[src/rtl/noc1_out_pkg.sv]
// Shared types and default geometry for the NoC1 output credit buffer.
// Holds the packet-tracking state encoding and the default counter widths.
package noc1_out_pkg;

    typedef enum logic [0:0] {
        IDLE = 1'b0,
        BODY = 1'b1
    } pkt_state_e;

    localparam int DATA_WIDTH_DEF = 64;
    localparam int FIFO_DEPTH_DEF = 4;
    localparam int CREDIT_MAX_DEF = 4;
    localparam int LEN_LSB_DEF    = 22;
    localparam int LEN_WIDTH_DEF  = 8;

    localparam int CNT_W = $clog2(FIFO_DEPTH_DEF + 1);
    localparam int CRD_W = $clog2(CREDIT_MAX_DEF + 1);

endpackage

[src/rtl/noc1_out_fifo.sv]
// Small synchronous FIFO with occupancy count and a combinational head output.
// Depth must be a power of two so the pointers wrap naturally.
module noc1_out_fifo #(
    parameter int DATA_WIDTH = 64,
    parameter int DEPTH      = 4
) (
    input  logic                       clk,
    input  logic                       rst,
    input  logic                       push,
    input  logic                       pop,
    input  logic [DATA_WIDTH-1:0]      din,
    output logic [DATA_WIDTH-1:0]      head,
    output logic [$clog2(DEPTH+1)-1:0] count,
    output logic                       full,
    output logic                       empty
);

    localparam int AW    = $clog2(DEPTH);
    localparam int CNT_W = $clog2(DEPTH + 1);

    logic [DATA_WIDTH-1:0] mem_r [DEPTH];
    logic [AW-1:0]         wr_ptr_r;
    logic [AW-1:0]         rd_ptr_r;
    logic [CNT_W-1:0]      count_r;

    // Pointer and occupancy bookkeeping.
    always_ff @(posedge clk) begin
        if (rst) begin
            wr_ptr_r <= '0;
            rd_ptr_r <= '0;
            count_r  <= '0;
        end else begin
            if (push) begin
                wr_ptr_r <= wr_ptr_r + AW'(1);
            end
            if (pop) begin
                rd_ptr_r <= rd_ptr_r + AW'(1);
            end
            case ({push, pop})
                2'b10:   count_r <= count_r + CNT_W'(1);
                2'b01:   count_r <= count_r - CNT_W'(1);
                default: count_r <= count_r;
            endcase
        end
    end

    // Storage array; contents are don't-care until written.
    always_ff @(posedge clk) begin
        if (push) begin
            mem_r[wr_ptr_r] <= din;
        end
    end

    assign head  = mem_r[rd_ptr_r];
    assign count = count_r;
    assign full  = (count_r == CNT_W'(DEPTH));
    assign empty = (count_r == CNT_W'(0));

endmodule

[src/rtl/noc1_out_credit_buffer.sv]
// NoC1 output stage: buffers encoder flits and forwards them to the router
// under yummy credit flow control, tracking packet framing on ingress.
module noc1_out_credit_buffer
    import noc1_out_pkg::*;
#(
    parameter int DATA_WIDTH = DATA_WIDTH_DEF,
    parameter int FIFO_DEPTH = FIFO_DEPTH_DEF,
    parameter int CREDIT_MAX = CREDIT_MAX_DEF,
    parameter int LEN_LSB    = LEN_LSB_DEF,
    parameter int LEN_WIDTH  = LEN_WIDTH_DEF
) (
    input  logic                            clk,
    input  logic                            rst,
    input  logic                            noc1encoder_noc1out_val,
    input  logic [DATA_WIDTH-1:0]           noc1encoder_noc1out_data,
    output logic                            noc1out_ready,
    output logic                            noc1_out_val,
    output logic [DATA_WIDTH-1:0]           noc1_out_data,
    input  logic                            noc1_out_yummy,
    output logic [$clog2(CREDIT_MAX+1)-1:0] noc1_credits,
    output logic [$clog2(FIFO_DEPTH+1)-1:0] noc1_fifo_count,
    output logic                            noc1_pkt_busy,
    output logic                            noc1_credit_err
);

    localparam int CRD_WL = $clog2(CREDIT_MAX + 1);

    logic                  push_s;
    logic                  send_s;
    logic                  fifo_full_s;
    logic                  fifo_empty_s;
    logic [DATA_WIDTH-1:0] head_s;
    logic [LEN_WIDTH-1:0]  len_s;

    logic                  out_val_r;
    logic [DATA_WIDTH-1:0] out_data_r;
    logic [CRD_WL-1:0]     credits_r;
    logic [CRD_WL-1:0]     credits_next_s;
    logic                  err_r;
    logic                  err_next_s;
    pkt_state_e            state_r;
    pkt_state_e            state_next_s;
    logic [LEN_WIDTH-1:0]  remaining_r;
    logic [LEN_WIDTH-1:0]  remaining_next_s;

    assign noc1out_ready = !fifo_full_s;
    assign push_s        = noc1encoder_noc1out_val && !fifo_full_s;
    assign send_s        = !fifo_empty_s && (credits_r != CRD_WL'(0));
    assign len_s         = noc1encoder_noc1out_data[LEN_LSB +: LEN_WIDTH];

    noc1_out_fifo #(
        .DATA_WIDTH (DATA_WIDTH),
        .DEPTH      (FIFO_DEPTH)
    ) u_fifo (
        .clk   (clk),
        .rst   (rst),
        .push  (push_s),
        .pop   (send_s),
        .din   (noc1encoder_noc1out_data),
        .head  (head_s),
        .count (noc1_fifo_count),
        .full  (fifo_full_s),
        .empty (fifo_empty_s)
    );

    // Router-side flit register; data holds between strobes.
    always_ff @(posedge clk) begin
        if (rst) begin
            out_val_r  <= 1'b0;
            out_data_r <= '0;
        end else begin
            out_val_r <= send_s;
            if (send_s) begin
                out_data_r <= head_s;
            end
        end
    end

    // Credit update; a yummy at full credit saturates and flags a protocol error.
    always_comb begin
        credits_next_s = credits_r;
        err_next_s     = err_r;
        case ({send_s, noc1_out_yummy})
            2'b10: credits_next_s = credits_r - CRD_WL'(1);
            2'b01: begin
                if (credits_r == CRD_WL'(CREDIT_MAX)) begin
                    err_next_s = 1'b1;
                end else begin
                    credits_next_s = credits_r + CRD_WL'(1);
                end
            end
            default: credits_next_s = credits_r;
        endcase
    end

    // Packet framing: a header with non-zero length opens a body of that many flits.
    always_comb begin
        state_next_s     = state_r;
        remaining_next_s = remaining_r;
        if (push_s) begin
            case (state_r)
                IDLE: begin
                    if (len_s != LEN_WIDTH'(0)) begin
                        state_next_s     = BODY;
                        remaining_next_s = len_s;
                    end else begin
                        state_next_s     = IDLE;
                    end
                end
                BODY: begin
                    remaining_next_s = remaining_r - LEN_WIDTH'(1);
                    if (remaining_r == LEN_WIDTH'(1)) begin
                        state_next_s = IDLE;
                    end else begin
                        state_next_s = BODY;
                    end
                end
                default: begin
                    state_next_s     = IDLE;
                    remaining_next_s = LEN_WIDTH'(0);
                end
            endcase
        end else begin
            state_next_s = state_r;
        end
    end

    // Credit, error and framing state registers.
    always_ff @(posedge clk) begin
        if (rst) begin
            credits_r   <= CRD_WL'(CREDIT_MAX);
            err_r       <= 1'b0;
            state_r     <= IDLE;
            remaining_r <= LEN_WIDTH'(0);
        end else begin
            credits_r   <= credits_next_s;
            err_r       <= err_next_s;
            state_r     <= state_next_s;
            remaining_r <= remaining_next_s;
        end
    end

    assign noc1_out_val    = out_val_r;
    assign noc1_out_data   = out_data_r;
    assign noc1_credits    = credits_r;
    assign noc1_credit_err = err_r;
    assign noc1_pkt_busy   = (state_r == BODY);

endmodule

[config.mk]
export PLATFORM = sky130hd
export DESIGN_NAME = noc1_out_credit_buffer
export DESIGN_NICKNAME = d
export VERILOG_FILES = /design/src/rtl/noc1_out_pkg.sv /design/src/rtl/noc1_out_fifo.sv /design/src/rtl/noc1_out_credit_buffer.sv
export SDC_FILE = /design/constraint.sdc
export NUM_CORES = 1
export LEC_CHECK = 0
export ABC_AREA = 1
export CORE_MARGIN = 5
export CORE_UTILIZATION = 60
export CTS_CLUSTER_DIAMETER = 80
export DETAILED_ROUTE_END_ITERATION = 8
export MAX_ROUTING_LAYER = met4
export PLACE_DENSITY = 0.8
export SETUP_SLACK_MARGIN = 0.15
export SLEW_MARGIN = 40
export SYNTH_ARGS = -nofsm -noshare
export SYNTH_HDL_FRONTEND = slang
export SYNTH_SLANG_ARGS = --single-unit
[constraint.sdc]
create_clock -name clk -period 6.8 [get_ports clk]
set_input_delay 1.36 -clock clk [delete_from_list [all_inputs] [get_ports clk]]
set_output_delay 1.36 -clock clk [all_outputs]
set_load 0.05 [all_outputs]
# == Yosys cells after proc, flatten, opt, wreduce, memory -nomap -nowiden ==
# Memory sizes are Yosys's and may differ from the RTL's. A register that Yosys moved wholly into a read port is not among the register bits.
# Index checks and enable logic that the tools add are counted.
# word_totals
output_inout_bits,74
ram_bits,256
mem_count,1
elab_cells,48
regBits,21
# memory_table
name,depth,word_bits,rd,rd_ports_with_merged_regs,write_ports,line_no,source
u_fifo.mem_r,4,64,1,1,1,noc1_out_fifo.sv:21,logic [DATA_WIDTH-1:0] mem_r [DEPTH];
# classes
addsub,7
n_mux,10
bitwise_logic,1
n_eq_ne,9
reduce_logical,12
# op_table
cell,n
8-bit case mux with 2 select lines,1
3-bit case mux with 2 select lines,2
"8-bit by 1-bit equality test with 1-bit output, second input constant",1
8-bit two-way mux,1
8-bit nonzero test,1
"8-bit by 1-bit subtractor with 8-bit output, second input constant",1
"3-bit by 1-bit adder with 3-bit output, second input constant",2
"3-bit equality test, second input constant",2
2-bit AND reduction,3
"3-bit by 1-bit subtractor with 3-bit output, second input constant",2
"2-bit by 1-bit adder with 2-bit output, second input constant",2
"2-bit by 1-bit equality test with 1-bit output, second input constant",2
"2-bit equality test, second input constant",2
1-bit two-way mux,4
"2-bit != test, second input constant",2
2-bit nonzero test,2
3-bit zero test,1
3-bit two-way mux,1
3-bit nonzero test,1
1-bit logical AND,2
1-bit zero test,2
1-bit case mux with 2 select lines,1
1-bit inverter,1

# == Logic depth before layout (Yosys ltp) ==
# Gate-level depths: netlist of the first run.
# depth
word_depth,6
ltp_mapped,12

# == Modules after synthesis ==
# A second synthesis of the first run with hierarchy kept.
# unflattened
hier_cells,1099
area_unflattened_um2,13160.1
# by_module_without_submodules
module,cells_each,instances,seq_area_each_um2,area_per_inst_um2
noc1_out_fifo,677,1,7867.5,9939.5
noc1_out_credit_buffer,422,1,1561.5,3220.6

# == Worst setup path before layout of the first run ==
# No wires, ideal clock.
# synth_timing
kind,in2reg
from,input port noc1encoder_noc1out_val
to,"memory u_fifo.mem_r[0][0], enable pin"
arrival_time_ps,4325
cell_stages,3
slack_ps,1989
path_cell_list,nand2_1 -> buf_2 -> nor2_1
# synth_via
elab_chain_cells,3
# synth_rtl
element,line_no,source
from (decl),noc1_out_credit_buffer.sv:14,"input logic noc1encoder_noc1out_val,"
1-bit logical AND,noc1_out_credit_buffer.sv:47,assign push_s = noc1encoder_noc1out_val && !fifo_full_s;
1-bit two-way mux,noc1_out_fifo.sv:49,if (push) begin
1-bit two-way mux (implied by the code),noc1_out_fifo.sv:50,mem_r[wr_ptr_r] <= din;
to (decl),noc1_out_fifo.sv:21,
# Every way passes these cells.

# == Worst setup path after layout of the first run ==
# layout_timing
from,"register state_r, in the netlist noc1_pkt_busy"
to,output port noc1_pkt_busy
# layout_rtl
element,line_no,source
from (decl),noc1_out_credit_buffer.sv:41,pkt_state_e state_r;
from (signal assigned),noc1_out_credit_buffer.sv:138,state_r <= state_next_s;
to (decl),noc1_out_credit_buffer.sv:22,"output logic noc1_pkt_busy,"
# No word-level cell between the ends.

==> flow_summary_export.csv, run 1 <==
group,metric,value,unit
sta,hold_viol,0,
floorplanning,num_rows,53,
clock_network,h-tree-depth,2,
clock_network,holdBufCountCts,0,
synth,syn_nets,1171,
power_and_ir_drop,total_power,6.84,mW
route,via_per_inst,5.79,
floorplanning,die_h,157,um
synth,yosysMostFrequentCell,"nor2_1",
critical_path,slowest_stage,"clkdlybuf4s50_1",
power_and_ir_drop,swShare,0.376,
sta,maxSlewViolCount,0,
power_and_ir_drop,switchingPower,2.57,mW
sta,fmax,0.291,GHz
power_and_ir_drop,peakVddDrop,0.000417,V
synth,synthTopCellsByArea,"edfxtp_1 59%, dfxtp_1 13%, nor2_1 8.3%",
cells_and_area,fill_cells,1302,
placed_design,postPlaceCellArea,14500,um2
clock_network,cts_max_path_buffers,3,
clock_network,clkTransAtPathRegs,0.06,ns
synth,postSynthAreaPerCell,11.8,um2
synth,seq_area_frac_synth,0.726,
route,drt-initial-drc-count,796,
placed_design,portBuffers,141,
synth,synth_flop_cell,"edfxtp_1",
power_and_ir_drop,pwr-share-clk,0.255,
route,wl_per_cell,18.6,um
floorplanning,core,21200,um2
critical_path,critical_path.top_delay_family,"buffers and inverters",
floorplanning,die_w,157,um
cells_and_area,regArea,9390,um2
synth,async_reset_ff_frac,0,
synth,synth_top_area_share,0.594,
clock_network,cts_buffers,34,
grt,antenna_found_initial,0,
sta,min_period,3.43,ns
power_and_ir_drop,p_int,4.27,mW
grt,grt_pass1_wl,44.7,mm
cells_and_area,layout.nets,1293,
synth,synthTopCellsByCount,"287 x nor2_1, 256 x edfxtp_1, 181 x o21ai_0, 85 x dfxtp_1, 64 x a31oi_1",
critical_path,endpoint_kind,"output port",
critical_path,cp_max_fo,16,
synth,ys_seq_elements,341,
critical_path,crit_buf_inv,1,
synth,synthesis.area,12900,um2
grt,grt_overflow,0,
cells_and_area,finalNonFillerCells,1516,
clock_network,cts_tree,"built",
critical_path,critical_path.startpoint,"noc1_pkt_busy$_SDFFE_PP0P_",
critical_path,cp_cell_sequence,"clkdlybuf4s50_1",
cells_and_area,areaGrowthSynthToFinish,20.1,%
power_and_ir_drop,p_comb_frac,0.341,
synth,synth_area_leader_cell,"edfxtp_1",
cells_and_area,post-route-util,0.734,
critical_path,crit_type,"reg -> out",
critical_path,max_stage_delay,0.91,ns
floorplanning,dieArea,24600,um2
sta,slew_headroom,0.443,
synth,synth_warnings,0,
route,firstDrtPassIters,5,
clock_network,cts.sinks,341,
hold_path,hp-class,"reg -> reg",
clock_network,clock-root-buffer,"clkbuf_16",
placed_design,gp_congestion,0.836,
power_and_ir_drop,leakage,5.41,nW
placed_design,placed_cells,1455,
route,ant_nets,0,
route,vias,8779,
hold_path,min_from,"remaining_r[3]$_SDFFE_PP0P_",
grt,grt_max_degree,110,
power_and_ir_drop,powerDensity,441,nW/um2
job,maxCapViolations,0,
clock_network,clock_latency,0.51,ns
sta,rsz0062_at_grt,"false",
sta,tns,0,ns
critical_path,required,5.44,ns
route,drc,0,
placed_design,dp_hpwl,15.7,mm
synth,syn-instance-count,1094,
cells_and_area,drive_above_1_share,0.0620,
clock_network,ctsResizeCount,0,
critical_path,reg2reg_from,"u_fifo.rd_ptr_r[1]$_SDFFE_PP0P_",
critical_path,critPathLaunchType,"register",
synth,synth.distinct_cells,27,
critical_path,critPathArrivalTime,2.07,ns
grt,first_global_vias,8735,
floorplanning,start_util,0.611,
clock_network,cts_setup_buffers,0,
sta,fin_skew,0.0133,ns
floorplanning,io_pins,142,
status,status,"finished clean",
sta,setup_violations,0,
sta,worst_slew_pin_slew,0.836,ns
power_and_ir_drop,seq_power_share,0.405,
cells_and_area,antenna_cells,0,
cells_and_area,multi_input_area,3070,um2
grt,grt_usage,0.237,
cells_and_area,design_area,15500,um2
synth,synth_edf_count,256,
route,finalWirelength,28.1,mm
sta,period_share,0.505,
sequential cells by signal, indices dropped and copies added, names as in the netlist:
| signal | count |
|---|---|
| u_fifo.wr_ptr_r | 2 |
| u_fifo.mem_r | 256 |
| remaining_r | 8 |
| u_fifo.count | 3 |
| noc1_credit_err | 1 |
| noc1_out_val | 1 |
| noc1_out_data | 64 |
| noc1_credits | 3 |
| u_fifo.rd_ptr_r | 2 |
| noc1_pkt_busy | 1 |
logic make-up (layout without fill, tap and decap cells):
| logic type | after synthesis | after routing | synth area share |
|---|---|---|---|
| adders and majority gates | 9 | 9 | 0.00987 |
| AOI/OAI and AO/OA | 292 | 292 | 0.120 |
| buffers and inverters | 102 | 249 | 0.0392 |
| DFF | 341 | 341 | 0.726 |
| and+or+nand+nor | 350 | 350 | 0.105 |
power by group through the flow:
stage | registers (mW) | clock network [mW] | logic (mW)
after global routing | 2.80 | 1.86 | 2.53
after detailed placement | 2.81 | 0 | 2.32
final | 2.77 | 1.74 | 2.33
after CTS | 2.77 | 1.76 | 2.34
after floorplan | 3.32 | 0 | 1.15
after global placement | 2.80 | 0 | 2.25
final timing paths:
kind	end	slack [ns]	cells after the start
setup reg to reg	noc1_out_data[22]$_SDFFE_PP0P_	4.23	6
hold / removal	remaining_r[3]$_SDFFE_PP0P_	0.48	2
hold reg to reg	remaining_r[3]$_SDFFE_PP0P_	0.48	2
setup / recovery	noc1_pkt_busy	3.37	1
layer usage:
layer / up-vias / share of wire / global-route usage / wire length (um)
met4: 0 / 0.025 / 0.0752 / 694
met1: 4186 / 0.39 / 0.304 / 11000
met5: - / 0 / - / 0
met2: 419 / 0.50 / 0.391 / 14000
met3: 60 / 0.089 / 0.0409 / 2490
li1: 4114 / - / - / -
area by class of cell:
cell class	instances	area share
clock buffers	41	0.0565
well taps	275	0.0222
inverters	35	0.00894
repair buffers	153	0.0997
flip-flops and latches	341	0.605
multi-input cells	651	0.198
clock inverters	20	0.0103
per-stage QoR:
step	hold WS, ns	setup slack, ns
floorplan	0.448	1.99
global placement	0.456	2.70
detailed placement	0.476	3.10
CTS	0.490	3.40
global route	0.519	3.31
finish	0.484	3.37
placed cells by master, fill, tap and decap left out, types with 13 or more instances in the layout:
cell type,netlist,routed
o21ai_0,181,181
a21oi_1,16,16
inv_1,31,30
clkdlybuf4s50_1,0,141
clkbuf_16,0,34
a31oi_1,64,64
nand3_1,13,13
nand2_1,40,40
o21ai_1,28,28
edfxtp_1,256,256
nor2_1,287,283
dfxtp_1,85,83
Power figures use the tool's default switching activity.
==> run 2, diff against run 1 <==
--- a/config.mk
+++ b/config.mk
@@ -7,11 +7,11 @@
 export LEC_CHECK = 0
 export ABC_AREA = 1
 export CORE_MARGIN = 5
-export CORE_UTILIZATION = 60
+export CORE_UTILIZATION = 56
 export CTS_CLUSTER_DIAMETER = 80
 export DETAILED_ROUTE_END_ITERATION = 8
 export MAX_ROUTING_LAYER = met4
-export PLACE_DENSITY = 0.8
+export PLACE_DENSITY = 0.75
 export SETUP_SLACK_MARGIN = 0.15
 export SLEW_MARGIN = 40
 export SYNTH_ARGS = -nofsm -noshare
==> constraint.sdc (replaced) <==
create_clock -name clk -period 3.6 [get_ports clk]
set_input_delay 0.72 -clock clk [delete_from_list [all_inputs] [get_ports clk]]
set_output_delay 0.72 -clock clk [all_outputs]
set_load 0.05 [all_outputs]
==> run 2 against run 1 <==
Compared with the run above: sequential cell count unchanged; combinational power increased by 85%; clock-buffer cell count increased by 8; final cell count increased by 1.3%; total power increased by 92%; non-clock buffer count increased by 5; via count decreased by 3.1%; utilization decreased by 4.4 points; critical path type unchanged.
==> flow_summary_export.csv, run 2 (synthesis results as in run 1) <==
group,metric,value,unit
status,status,"finished clean",
power_and_ir_drop,pwr-share-clk,0.272,
sta,fmax,0.382,GHz
floorplanning,die_h,162,um
sta,min_period,2.62,ns
cells_and_area,post-route-util,0.690,
critical_path,crit_buf_inv,1,
grt,busiest_layer,"met2",
clock_network,cts_buffers,35,
critical_path,critPathArrivalTime,1.90,ns
clock_network,cts_setup_buffers,0,
route,firstDrtPassIters,5,
clock_network,cts_max_path_buffers,3,
grt,grt_pass1_wl,43.3,mm
placed_design,place_ws,0.921,ns
floorplanning,dieArea,26200,um2
grt,met3_usage,0.0388,
critical_path,max_stage_delay,0.80,ns
sta,hold_viol,0,
sta,rsz0062_at_grt,"false",
placed_design,gp_congestion,0.824,
power_and_ir_drop,swShare,0.365,
clock_network,cts_tree,"built",
route,drc,0,
placed_design,placed_cells,1470,
clock_network,clock_latency,0.51,ns
critical_path,r2r_slack,1.02,ns
clock_network,ctsResizeCount,0,
power_and_ir_drop,peakVddDrop,0.000613,V
power_and_ir_drop,switchingPower,4.81,mW
route,wl_per_cell,17.8,um
hold_path,holdPathStages,2,
power_and_ir_drop,p_comb_frac,0.328,
clock_network,clkTransAtPathRegs,0.06,ns
sta,maxSlewViolCount,0,
critical_path,ff2ff_path_depth,4,
floorplanning,core,22700,um2
sta,worst_slew_pin_slew,0.839,ns
hold_path,min_to,"remaining_r[3]$_SDFFE_PP0P_",
cells_and_area,drive_above_1_share,0.0697,
job,maxCapViolations,0,
route,vias,8511,
critical_path,reg2reg_from,"u_fifo.rd_ptr_r[0]$_SDFFE_PP0P_",
power_and_ir_drop,seq_power_share,0.400,
floorplanning,num_rows,55,
clock_network,holdBufCountCts,0,
sta,fin_skew,0.0163,ns
placed_design,postPlaceCellArea,14500,um2
critical_path,slowest_stage,"clkdlybuf4s50_1",
power_and_ir_drop,leakage,5.49,nW
cells_and_area,finalNonFillerCells,1535,
cells_and_area,top_register,"u_fifo.mem_r",
grt,grt_usage,0.213,
critical_path,r2r_end,"noc1_out_data[57]$_SDFFE_PP0P_",
sta,setup_slack,0.984,ns
hold_path,min_from,"remaining_r[3]$_SDFFE_PP0P_",
sta,period_share,0.727,
power_and_ir_drop,powerDensity,840,nW/um2
sta,slew_headroom,0.441,
critical_path,critical_path.top_delay_family,"buffers and inverters",
cells_and_area,layout.nets,1299,
critical_path,required,2.88,ns
route,via_per_inst,5.54,
grt,grt_max_degree,77,
clock_network,clock-root-buffer,"clkbuf_16",
cells_and_area,layout_commonest_cell,"nor2_1",
route,finalWirelength,27.3,mm
power_and_ir_drop,total_power,13.2,mW
floorplanning,die_w,162,um
cells_and_area,areaGrowthSynthToFinish,21.2,%
cells_and_area,design_area,15700,um2
critical_path,crit_type,"reg -> out",
power_and_ir_drop,p_int,8.37,mW
clock_network,cts.sinks,341,
critical_path,critPathLaunchType,"register",
critical_path,cp_max_fo,5,
cells_and_area,largest_register_ffs,256,
grt,antenna_found_initial,1,
grt,gr-usage-met1,0.271,
grt,first_global_vias,8474,
route,ant_nets,0,
placed_design,dp_hpwl,15.2,mm
grt,grt_overflow,0,
floorplanning,start_util,0.570,
critical_path,cp_cell_sequence,"nor2_2 -> nand2_1 -> clkdlybuf4s50_1",
clock_network,h-tree-depth,2,
floorplanning,io_pins,142,
sta,setup_violations,0,
cells_and_area,most-common-layout-cells,"283 x nor2_1, 256 x edfxtp_1, 181 x o21ai_0, 141 x clkdlybuf4s50_1, 83 x dfxtp_1",
critical_path,endpoint_kind,"output port",
hold_path,hp-class,"reg -> reg",
route,drt-initial-drc-count,655,
grt,grtUsageMet2,0.353,
placed_design,portBuffers,141,
==> run 2: cell count changes in the layout (fill, tap and decap cells not counted), moves of 2 or more <==
| cell | delta |
|---|---|
| bufinv_16 | +2 |
| buf_6 | -5 |
| buf_4 | +10 |
| clkbuf_16 | +2 |
| clkbuf_8 | +2 |
| clkbuf_1 | +4 |
| clkinv_1 | -6 |
| buf_12 | +2 |
==> run 2: worst max-delay path by stage <==
stage                                    startpoint                       endpoint  slack, ns  depth (start not counted)
finish                 u_fifo.count[0]$_SDFFE_PP0P_                  noc1out_ready       0.98                          3
global route        u_fifo.rd_ptr_r[0]$_SDFFE_PP0P_  noc1_out_data[5]$_SDFFE_PP0P_       0.78                          4
CTS                    u_fifo.count[0]$_SDFFE_PP0P_                  noc1out_ready       0.95                          3
detailed placement          noc1encoder_noc1out_val   u_fifo.count[2]$_SDFFE_PP0P_       0.92                          9
global placement            noc1encoder_noc1out_val   u_fifo.count[2]$_SDFFE_PP0P_       0.95                          9
floorplan              u_fifo.count[0]$_SDFFE_PP0P_   u_fifo.mem_r[0][0]$_DFFE_PP_      -0.07                          5
==> run 2: layout make-up <==
cell class | instances | area (um2)
fillers | 1595 | 7030
diodes | 1 | 2.50
clock buffers | 49 | 970
clock inverters | 15 | 189
inverters | 35 | 135
repair buffers | 158 | 1560
flip-flops and latches | 341 | 9390
multi-input cells | 651 | 3070
well taps | 285 | 357
==> run 2: worst register-to-register path, cell delays in order, from the launching register on <==
cell	delay [ns]
dfxtp_4	0.75
clkinv_2	0.72
buf_4	0.53
o21ai_0	0.32
a31oi_1	0.11
==> run 2: power by group through the flow <==
stage               clock, mW  sequential (mW)  combinational, mW
detailed placement          0             5.34               4.33
CTS                      3.63             5.27               4.36
finish                   3.58             5.27               4.32
floorplan                   0             6.25               2.18
global route             3.81             5.33               4.74
global placement            0             5.33               4.24
==> run 2: metrics by stage <==
step	hold WS (ns)	setup TNS [ns]
4_1_cts	0.495	0
3_5_place_dp	0.486	0
6_report	0.495	0
2_1_floorplan	0.448	-17.36
3_3_place_gp	0.471	0
5_1_grt	0.531	0
==> run 2: metal layers <==
metal | share of wire | vias up
li1 | - | 4132
met1 | 0.42 | 4038
met2 | 0.49 | 286
met3 | 0.066 | 55
met4 | 0.024 | 0
met5 | 0 | -
==> run 3, diff against run 2 <==
--- a/config.mk
+++ b/config.mk
@@ -7,11 +7,11 @@
 export LEC_CHECK = 0
 export ABC_AREA = 1
 export CORE_MARGIN = 5
-export CORE_UTILIZATION = 56
+export CORE_UTILIZATION = 51
 export CTS_CLUSTER_DIAMETER = 80
 export DETAILED_ROUTE_END_ITERATION = 8
 export MAX_ROUTING_LAYER = met4
-export PLACE_DENSITY = 0.75
+export PLACE_DENSITY = 0.72
 export SETUP_SLACK_MARGIN = 0.15
 export SLEW_MARGIN = 40
 export SYNTH_ARGS = -nofsm -noshare
==> constraint.sdc (replaced) <==
create_clock -name clk -period 2.25 [get_ports clk]
set_input_delay 0.45 -clock clk [delete_from_list [all_inputs] [get_ports clk]]
set_output_delay 0.45 -clock clk [all_outputs]
set_load 0.05 [all_outputs]
==> run 3 against run 2 <==
Compared with the run above: cell area is 1.6% higher; utilization decreased by 5.6 points; worst setup slack got worse by 0.77 ns; total power up 61%; sequential cell count unchanged; clock-buffer cell count down 6; sequential power rose by 57%; non-clock buffer count is 7 higher; clock power is 64% higher; combinational power grew 63%; critical path type unchanged; critical endpoint is now noc1_out_val; highest routed layer unchanged.
==> flow_summary_export.csv, run 3 (synthesis results as in run 1) <==
group,metric,value,unit
status,status,"finished clean",
route,vias,8648,
clock_network,clkTransAtPathRegs,0.06,ns
clock_network,cts.sinks,341,
clock_network,cts_setup_buffers,0,
floorplanning,io_pins,142,
placed_design,dp_hpwl,16.0,mm
route,drc,0,
grt,grt_usage,0.202,
clock_network,cts_max_path_buffers,3,
clock_network,clock_latency,0.51,ns
grt,first_global_vias,8427,
power_and_ir_drop,powerDensity,1330,nW/um2
route,wl_per_cell,17.9,um
floorplanning,dieArea,28600,um2
route,firstDrtPassIters,6,
grt,grt_pass1_wl,44.9,mm
route,via_per_inst,5.46,
clock_network,h-tree-depth,2,
critical_path,critPathLaunchType,"register",
critical_path,reg2reg_from,"u_fifo.count[1]$_SDFFE_PP0P_",
cells_and_area,most-common-layout-cells,"283 x nor2_1, 256 x edfxtp_1, 181 x o21ai_0, 77 x dfxtp_1, 68 x clkdlybuf4s50_1",
hold_path,min_to,"noc1_credits[2]$_SDFFE_PP1P_",
power_and_ir_drop,p_int,13.4,mW
hold_path,min_from,"noc1_credits[2]$_SDFFE_PP1P_",
critical_path,ff2ff_path_depth,10,
power_and_ir_drop,seq_power_share,0.390,
sta,hold_viol,0,
job,maxCapViolations,0,
critical_path,cp_max_fo,1,
floorplanning,num_rows,58,
critical_path,critical_path.startpoint,"noc1_out_val$_SDFF_PP0_",
cells_and_area,largest_register_ffs,256,
clock_network,cts_buffers,35,
placed_design,gp_congestion,0.819,
power_and_ir_drop,peakVddDrop,0.00103,V
cells_and_area,layout.nets,1306,
floorplanning,start_util,0.515,
critical_path,cp_cell_sequence,"clkdlybuf4s50_1",
critical_path,r2r_end,"u_fifo.count[2]$_SDFFE_PP0P_",
sta,min_period,2.03,ns
placed_design,portBuffers,141,
placed_design,placed_cells,1522,
critical_path,slowest_stage,"clkdlybuf4s50_1",
sta,fin_skew,0.0221,ns
clock_network,holdBufCountCts,0,
cells_and_area,antenna_cells,0,
sta,slew_headroom,0.431,
power_and_ir_drop,pwr-share-clk,0.277,
sta,period_share,0.904,
route,drt-initial-drc-count,658,
floorplanning,core,25100,um2
critical_path,r2r_slack,0.35,ns
power_and_ir_drop,leakage,5.97,nW
floorplanning,die_w,169,um
clock_network,cts_tree,"built",
critical_path,crit_buf_inv,1,
hold_path,holdPathStages,2,
power_and_ir_drop,p_comb_frac,0.333,
hold_path,hp-class,"reg -> reg",
floorplanning,die_h,169,um
critical_path,endpoint_kind,"output port",
cells_and_area,drive_above_1_share,0.0806,
sta,worst_slew_pin_slew,0.853,ns
cells_and_area,areaGrowthSynthToFinish,23.2,%
grt,grt_max_degree,131,
sta,setup_slack,0.216,ns
sta,maxSlewViolCount,0,
critical_path,critical_path.top_delay_family,"buffers and inverters",
power_and_ir_drop,switchingPower,7.77,mW
critical_path,critPathArrivalTime,1.58,ns
placed_design,place_ws,0.0562,ns
grt,grt_overflow,0,
sta,fmax,0.492,GHz
route,ant_nets,0,
cells_and_area,finalNonFillerCells,1583,
critical_path,required,1.80,ns
cells_and_area,layout_commonest_cell,"nor2_1",
clock_network,clock-root-buffer,"clkbuf_16",
sta,rsz0062_at_grt,"false",
route,finalWirelength,28.4,mm
sta,setup_violations,0,
cells_and_area,top_register,"u_fifo.mem_r",
grt,antenna_found_initial,0,
critical_path,max_stage_delay,0.79,ns
power_and_ir_drop,swShare,0.367,
critical_path,crit_type,"reg -> out",
## run 3: how the worst max path moves through the flow
| stage | cells past startpoint | slack (ns) | endpoint |
|---|---|---|---|
| final | 1 | 0.22 | noc1_out_val |
| after global routing | 1 | 0.17 | noc1_out_val |
| after CTS | 1 | 0.15 | noc1_out_data[4] |
| after detailed placement | 8 | 0.06 | u_fifo.count[2]$_SDFFE_PP0P_ |
| after global placement | 8 | 0.04 | u_fifo.count[2]$_SDFFE_PP0P_ |
| after floorplan | 5 | -0.05 | u_fifo.mem_r[0][0]$_DFFE_PP_ |
## run 3: layout make-up
cell class | count | area [um2]
Sequential cell | 341 | 9410
Timing Repair Buffer | 165 | 1720
Clock buffer | 43 | 926
Clock inverter | 18 | 245
Multi-Input combinational cell | 651 | 3090
Fill cell | 1911 | 9180
Inverter | 35 | 135
Tap cell | 330 | 413
## run 3: power groups by stage
stage               logic [mW]  registers [mW]  clock network (mW)
floorplan                 3.52            10.0                   0
global placement          7.24            8.40                   0
detailed placement        7.35            8.42                   0
CTS                       7.12            8.29                5.97
global route              7.73            8.38                6.25
finish                    7.06            8.28                5.87
## run 3: layer usage
metal	vias up	routed length (um)	GRT usage	part of all wire
met3	49	1860	0.0340	0.065
met1	4165	12100	0.263	0.43
li1	4137	-	-	-
met5	-	0	-	0
met2	297	13900	0.333	0.49
met4	0	531	0.0522	0.019
## run 3: per-stage QoR
stage	utilization	cell area, um2	setup TNS, ns	hold slack (ns)	total power [mW]
after detailed placement	0.589	14800	0	0.460	15.8
after CTS	0.633	15900	0	0.481	21.4
after global placement	0.589	14800	0	0.463	15.6
after global routing	0.634	15900	0	0.494	22.4
final	0.634	15900	0	0.483	21.2
after floorplan	-	13000	-8.65	0.448	13.5
## run 3: timing repair
| item | 4_1_cts | 5_1_grt |
|---|---|---|
| resized for setup | 59 | 14 |
| gates cloned | 0 | 0 |
| setup endpoints to repair | 59 | 14 |
